--- config.mk ---
export PLATFORM = sky130hd
export DESIGN_NAME = instr_issue_unit
export DESIGN_NICKNAME = d
export VERILOG_FILES = /design/src/rtl/instr_issue_unit.sv
export SDC_FILE = /design/constraint.sdc
export NUM_CORES = 1
export LEC_CHECK = 0
export CELL_PAD_IN_SITES_DETAIL_PLACEMENT = 0
export CELL_PAD_IN_SITES_GLOBAL_PLACEMENT = 2
export CORE_ASPECT_RATIO = 2
export CORE_MARGIN = 3
export CORE_UTILIZATION = 45
export CTS_CLUSTER_SIZE = 10
export DETAILED_ROUTE_END_ITERATION = 8
export PLACE_DENSITY = 0.81
export REMOVE_ABC_BUFFERS = 1
export SKIP_LAST_GASP = 1
export SLEW_MARGIN = 20
export SYNTH_ARGS = -nofsm -noshare
export SYNTH_HDL_FRONTEND = slang
export SYNTH_SLANG_ARGS = --single-unit
--- constraint.sdc ---
create_clock -name clk -period 5.2 [get_ports clk]
set_input_delay 1.04 -clock clk [delete_from_list [all_inputs] [get_ports clk]]
set_output_delay 1.04 -clock clk [all_outputs]
set_load 0.02 [all_outputs]
--- src/rtl/instr_issue_unit.sv ---
// Instruction-issue front end: loader FIFO, instruction register and timestep counter for the decoder.
// Optional macro ISSUE_RETIRE_CNT_EN adds a 16-bit retired-instruction counter output.
module instr_issue_unit #(
    parameter int         DEPTH    = 8,
    parameter logic [9:0] NOP_WORD = 10'b0000000010
) (
    input  logic                     clk,
    input  logic                     rst_n,
    input  logic                     wr_valid,
    input  logic [9:0]               wr_instr,
    output logic                     wr_ready,
    input  logic                     run,
    input  logic                     IRin,
    input  logic                     Clr,
    output logic [9:0]               IR,
    output logic [1:0]               timestep,
    output logic                     ir_valid,
    output logic [$clog2(DEPTH):0]   fifo_count,
    output logic                     hang
`ifdef ISSUE_RETIRE_CNT_EN
    ,
    output logic [15:0]              retire_cnt
`endif
);

    localparam int PW = $clog2(DEPTH);
    localparam int CW = PW + 1;
    localparam logic [CW-1:0] FULL_CNT = CW'(DEPTH);

    logic [9:0]    mem [DEPTH];
    logic [PW-1:0] wptr;
    logic [PW-1:0] rptr;
    logic [CW-1:0] count;
    logic          push;
    logic          pop;

    function automatic logic [1:0] ts_sat_inc(input logic [1:0] ts);
        return (ts == 2'b11) ? 2'b11 : ts + 2'b01;
    endfunction

    // Full is judged on the registered count only, so a pop never frees a slot for a same-cycle push.
    assign wr_ready   = (count != FULL_CNT);
    assign push       = wr_valid && wr_ready;
    assign pop        = IRin && run && (count != '0);
    assign fifo_count = count;

    always_ff @(posedge clk) begin
        if (push) begin
            mem[wptr] <= wr_instr;
        end
    end

    always_ff @(posedge clk) begin
        if (!rst_n) begin
            wptr     <= '0;
            rptr     <= '0;
            count    <= '0;
            IR       <= NOP_WORD;
            ir_valid <= 1'b0;
            timestep <= 2'b00;
            hang     <= 1'b0;
        end else begin
            if (push) begin
                wptr <= wptr + PW'(1);
            end
            if (pop) begin
                rptr <= rptr + PW'(1);
            end
            case ({push, pop})
                2'b10:   count <= count + CW'(1);
                2'b01:   count <= count - CW'(1);
                default: count <= count;
            endcase
            // Issue reads the head as it stood before this edge: no write-to-issue bypass.
            if (IRin) begin
                if (pop) begin
                    IR       <= mem[rptr];
                    ir_valid <= 1'b1;
                end else begin
                    IR       <= NOP_WORD;
                    ir_valid <= 1'b0;
                end
            end
            if (Clr) begin
                timestep <= 2'b00;
            end else begin
                timestep <= ts_sat_inc(timestep);
                if (timestep == 2'b11) begin
                    hang <= 1'b1;
                end
            end
        end
    end

`ifdef ISSUE_RETIRE_CNT_EN
    // A real instruction completes when the decoder loads its successor while it is still valid.
    always_ff @(posedge clk) begin
        if (!rst_n) begin
            retire_cnt <= 16'h0000;
        end else if (IRin && Clr && ir_valid) begin
            retire_cnt <= retire_cnt + 16'h0001;
        end
    end
`endif

endmodule

# Word level (Yosys, flattened, before mapping)
# Memories as Yosys holds them, arrays and structs flattened. A register that Yosys moved wholly into a read port is not among the register bits.
# Index checks and enable logic that the tools add are counted.
totals:
  mem_count: 1
  ramBits: 80
  register_bits: 24
  in_bits: 16
  latchBits: 0
  rom_bits: 0
  output_inout_bits: 19
op_classes:
  n_reduce_logical: 7
  div_mod_pow: 0
  eq_ne: 4
  n_addsub: 5
  mux: 8
  shift: 0
  n_mul: 0
  order_cmp: 0
  bitwise: 2
memory_table:
  columns: ["memory", "words", "width", "rd", "rd_ports_with_merged_regs", "wr", "line_no", "rtl"]
  rows:
  - ["mem", 8, 10, 1, 1, 1, "30", "logic [9:0] mem [DEPTH];"]
op_table:
  columns: ["cell", "count"]
  rows:
  - ["$mux 10", 1]
  - ["$pmux 4 s2", 1]
  - ["$add 3x1->3 const B", 2]
  - ["$mux 3", 2]
  - ["$add 4x1->4 const B", 1]
  - ["$eq 2x2->1 const B", 2]
  - ["$ne 4x4->1 const B", 1]
  - ["$reduce_bool 4->1", 1]
  - ["$sub 4x1->4 const B", 1]
  - ["$logic_and 1x1->1", 3]
  - ["$mux 1", 3]
  - ["$add 2x1->2 const B", 1]
  - ["$eq 2x1->1 const B", 1]
  - ["$mux 2", 1]
  - ["$not 1->1", 2]
  - ["$reduce_and 2->1", 1]
  - ["$reduce_bool 2->1", 1]
  - ["$reduce_or 2->1", 1]

# Logic depth before layout (Yosys ltp)
logic_depth:
  depth_word: 4
  ltp_mapped: 10
  depth_no_buf: 9

# Worst setup path after synthesis
# OpenSTA, ideal clock, no wires.
synth_timing:
  kind: "in2reg"
  startpoint: "in run"
  endpoint: "reg count[2] (netlist: fifo_count[2])"
  setup_slack_ns: 2.476
  path_stages: 9
  setup_ns: 0.076
  n_path_buf: 1
  t_arrival_ns: 2.648
  cell_sequence: "o311a_1 -> buf_6 -> ha_1 -> xor2_1 -> ha_1 -> a21oi_1 -> xor2_1 -> or3_1 -> a21boi_0"
synth_between:
  elab_chain_cells: 4
  elab_cells_between_ends: 6
  classes_between: "eq/ne (2); mux (1); reduce/logical (3)"
synth_rtl:
  columns: ["element", "line_no", "rtl"]
  rows:
  - ["start: declaration", "12", "input logic run,"]
  - ["$logic_and 1x1->1 * (2 in a row)", "44", "assign pop = IRin && run && (count != '0);"]
  - ["net pop", "35", "logic pop;"]
  - ["$eq 2x1->1 / $eq 2x2->1 (equally long branches)", "69", "case ({push, pop})"]
  - ["$pmux 4 s2 / $reduce_bool 2->1 (equally long branches)", null, null]
  - ["end signal: assignment", "70", "2'b10: count <= count + CW'(1);"]
  - ["end signal: assignment", "71", "2'b01: count <= count - CW'(1);"]
  - ["end signal: assignment", "72", "default: count <= count;"]
  - ["end: declaration", "33", "logic [CW-1:0] count;"]
# Mark *: on every way through the listed nets, which the timed path passes. The rest lies on a longest branch.
# A chain may end at the register's enable or synchronous reset.

# Worst setup path in the final report
layout_timing:
  startpoint: "in IRin"
  endpoint: "reg count[2] (netlist: fifo_count[2])"
layout_between:
  elab_chain_cells: 4
  elab_cells_between_ends: 6
  classes_between: "eq/ne (2); mux (1); reduce/logical (3)"
layout_rtl:
  columns: ["element", "line_no", "rtl"]
  rows:
  - ["start: declaration", "13", "input logic IRin,"]
  - ["$logic_and 1x1->1 * (2 in a row)", "44", null]
  - ["$eq 2x1->1 / $eq 2x2->1 (equally long branches)", "69", null]
  - ["$pmux 4 s2 / $reduce_bool 2->1 (equally long branches)", null, null]
# Every way passes the cells marked *; elsewhere a longest branch is shown, timed or not.

==> results.cfg <==
[floorplanning]
die_y_um = 143.3
coreArea_um2 = 9074
initial_core_util_pct = 46.76
row_count = 49
io_pins = 35
fp.dieArea_um2 = 10700
die_w_um = 74.66

[clocking]
post_cts_buffers = 0
post_cts_resize_count = 0
clock_latency_ns = 0.34
cts_tree = built
clock_path_buffers = 2
cts_buffers = 9
cts_htree_levels = 3
root_buffer = clkbuf_16
clk_pin_slew_worst_paths_ns = 0.07
clock_sinks = 107
hold_buffers = 0

[sta]
rsz0062_at_grt = no
clock_skew_ns = 0.007442
final.setup.tns_ns = 0
min_period_ns = 3.102
hold_viol = 0
tightest_slew_ns = 1.029
drv_slew = 0
fin_crit_sh_pct = 59.65
setup_viol = 0
max-slew-margin-rel_pct = 31.17
clock.fmax_mhz = 322.4

[status]
outcome = finished clean

[pwr]
pwr-share-clk_pct = 35.0
comb_power_share_pct = 12.6
switchingPower_mw = 0.4478
peakVddDrop_uv = 205.0
netSwitchingFraction_pct = 23.87
intPower_mw = 1.428
power.density_nw_per_um2 = 375.5
power_frac_seq_pct = 52.4
power.leakage_nw = 1.595

[finish]
drive_above_1_share_pct = 12.06
fillers = 761
synthToLayoutAreaGrowth_pct = 17.75
final_nets = 331
antenna_cells = 0
stdcell_count = 417
seq_area_um2 = 2943
multi_input_area_um2 = 1231

[drt]
num_vias = 2332
routedWlPerCell_um = 18.96
ant_nets = 0
routed_wl_um = 7905
drc = 0
vias_per_cell = 5.592
firstDrtPassIters = 4
drt-initial-drc-count = 149

[logic_synthesis]
ys_async_sr_fraction_pct = 0
ys_seq_area_share_pct = 69.36
synth-seq-cells = 107
yosysUniqueCellTypes = 37
synth_warnings = 0
synth_area_um2 = 4243
synth-main-ff-cell = edfxtp_1
synthCells = 271
syn_area_per_cell_um2 = 15.66
synth_edf_count = 80

[setup_path]
r2r-start = fifo_count[1]
crit_family = buffers and inverters
path_buf_inv = 1
criticalPathCategory = in -> reg
cp.required_ns = 5.46
crit_fanout = 12
crit_chain = clkdlybuf4s50_1 -> o311a_1 -> ha_1 -> xor2_1 -> ha_1 -> a21oi_1 -> xor2_1 -> or3_1 -> a21boi_0
cp-start-kind = input port
critPathSlowestCell = clkdlybuf4s50_1
reg2reg_to = fifo_count[2]
cp_slowest_stage_delay_ns = 0.77
critPathCaptureType = flip-flop
rrSetupSlack_ns = 2.59
r2r_cells = 9
arrival_ns = 3.37

[global_route]
grt_pass1_vias = 2322
antenna_found_initial = 0
groute.usage.overall_pct = 16.16
grt_first_pass_wirelength_um = 12350
grt_start_max_net_pins = 27
grt_remaining_overflow = 0

[placement]
dp_hpwl_um = 4960
dp_cells = 401
numPortBuffers = 34
finalWeightedCongestion = 0.7883

[worst_hold_path]
whs_endpoint = IR[5]
whs_path_depth = 2
hp-class = reg -> reg
min_from = IR[5]

[job]
max_cap_viol_count = 0
-- worst max-delay path by stage --
stage	from	end	slack [ns]	cells past startpoint
floorplan	run	fifo_count[2]	2.40	8
global placement	IRin	fifo_count[2]	1.77	9
detailed placement	IRin	fifo_count[2]	1.69	9
CTS	IRin	fifo_count[2]	2.06	9
global route	IRin	fifo_count[2]	1.87	9
finish	IRin	fifo_count[2]	2.10	9
-- placed cells by master (no fill, tap or decap), drive strengths merged, types with 2 or more instances in the layout --
cell type      count
nand2             21
clkbuf            10
clkinv             3
edfxtp            80
a21oi              2
nand3             12
mux2i             23
nor2b              5
xor2               3
clkdlybuf4s50     34
buf                7
ha                 5
inv                2
nand2b            15
dfxtp             27
and2               5
o2111ai            9
nor3               4
xnor2              3
nor2               8
o21a               2
a21boi            11
clkinvlp           2
mux4              10
or3                2
-- power by group through the flow --
stage | Clock, mW | Sequential, mW | Combinational [mW]
detailed placement | 0 | 1.00 | 0.240
finish | 0.657 | 0.983 | 0.236
global placement | 0 | 1.00 | 0.240
CTS | 0.670 | 0.984 | 0.241
global route | 0.701 | 0.988 | 0.258
floorplan | 0 | 1.03 | 0.114
-- flip-flops by register name (all words and copies together) (netlist names), named ones only --
name and count:
IR 10, hang 1, mem 80, fifo_count 4, rptr 3, wptr 3, ir_valid 1, timestep 2
-- cell families after synthesis --
group                      count (synthesis)  synth area share [%]
AOI/OAI and AO/OA                         29                 5.367
xor gates and xnor gates                   6                 1.239
adders and majority gates                  5                 1.474
buffers and inverters                     14                 2.034
DFF                                      107                 69.36
muxes                                     34                 11.00
and+or+nand+nor                           76                 9.526
-- layout make-up --
type	count	share of cell area (%)
repair buffers	41	7.864
multi-input cells	150	24.64
clock inverters	6	0.9517
inverters	1	0.07513
clock buffers	10	5.009
flip-flops and latches	107	58.90
well taps	102	2.554
-- synthesized netlist by cell type (all sizes together) (2+ instances only) --
cell	n	share of area, %
nor3	4	0.47
o21a	2	0.35
ha	5	1.5
xor2	3	0.62
and2	5	0.74
a21oi	2	0.24
nor2b	5	0.74
nand3	12	1.4
mux4	10	5.3
a21boi	11	1.9
mux2i	23	5.4
xnor2	3	0.62
edfxtp	80	57
buf	9	1.6
or3	2	0.29
clkbuf	4	0.35
nand2	21	2.2
nor2	8	0.71
dfxtp	27	13
o2111ai	9	1.9
nand2b	15	2.2
-- tightest hold or removal path, delay by kind of cell (launching register included) --
kind / cells / cell delay, ns
flops: 1 / 0.31
simple gates: 1 / 0.06
compound gates: 1 / 0.05
-- metrics by stage --
step                      cell area [um^2]  total power, mW  worst slack [ns]  hold slack [ns]  utilization (%)
after floorplan                       4160            1.142             2.396           0.4489                -
after global placement                4696            1.242             1.771           0.4537            51.75
after detailed placement              4696            1.243             1.691           0.4593            51.75
after CTS                             4994            1.895             2.061           0.4740            55.03
after global routing                  4996            1.947             1.872           0.5097            55.06
final                                 4996            1.876             2.098           0.4697            55.06
-- layer usage --
layer / GRT usage (%) / vias to the layer above / share of wire (%)
li1: - / 1108 / -
met1: 19.39 / 1164 / 41
met2: 27.66 / 51 / 53
met3: 3.431 / 9 / 3.4
met4: 6.567 / 0 / 2.0
met5: 0 / - / 0
Power figures use the tool's default switching activity.
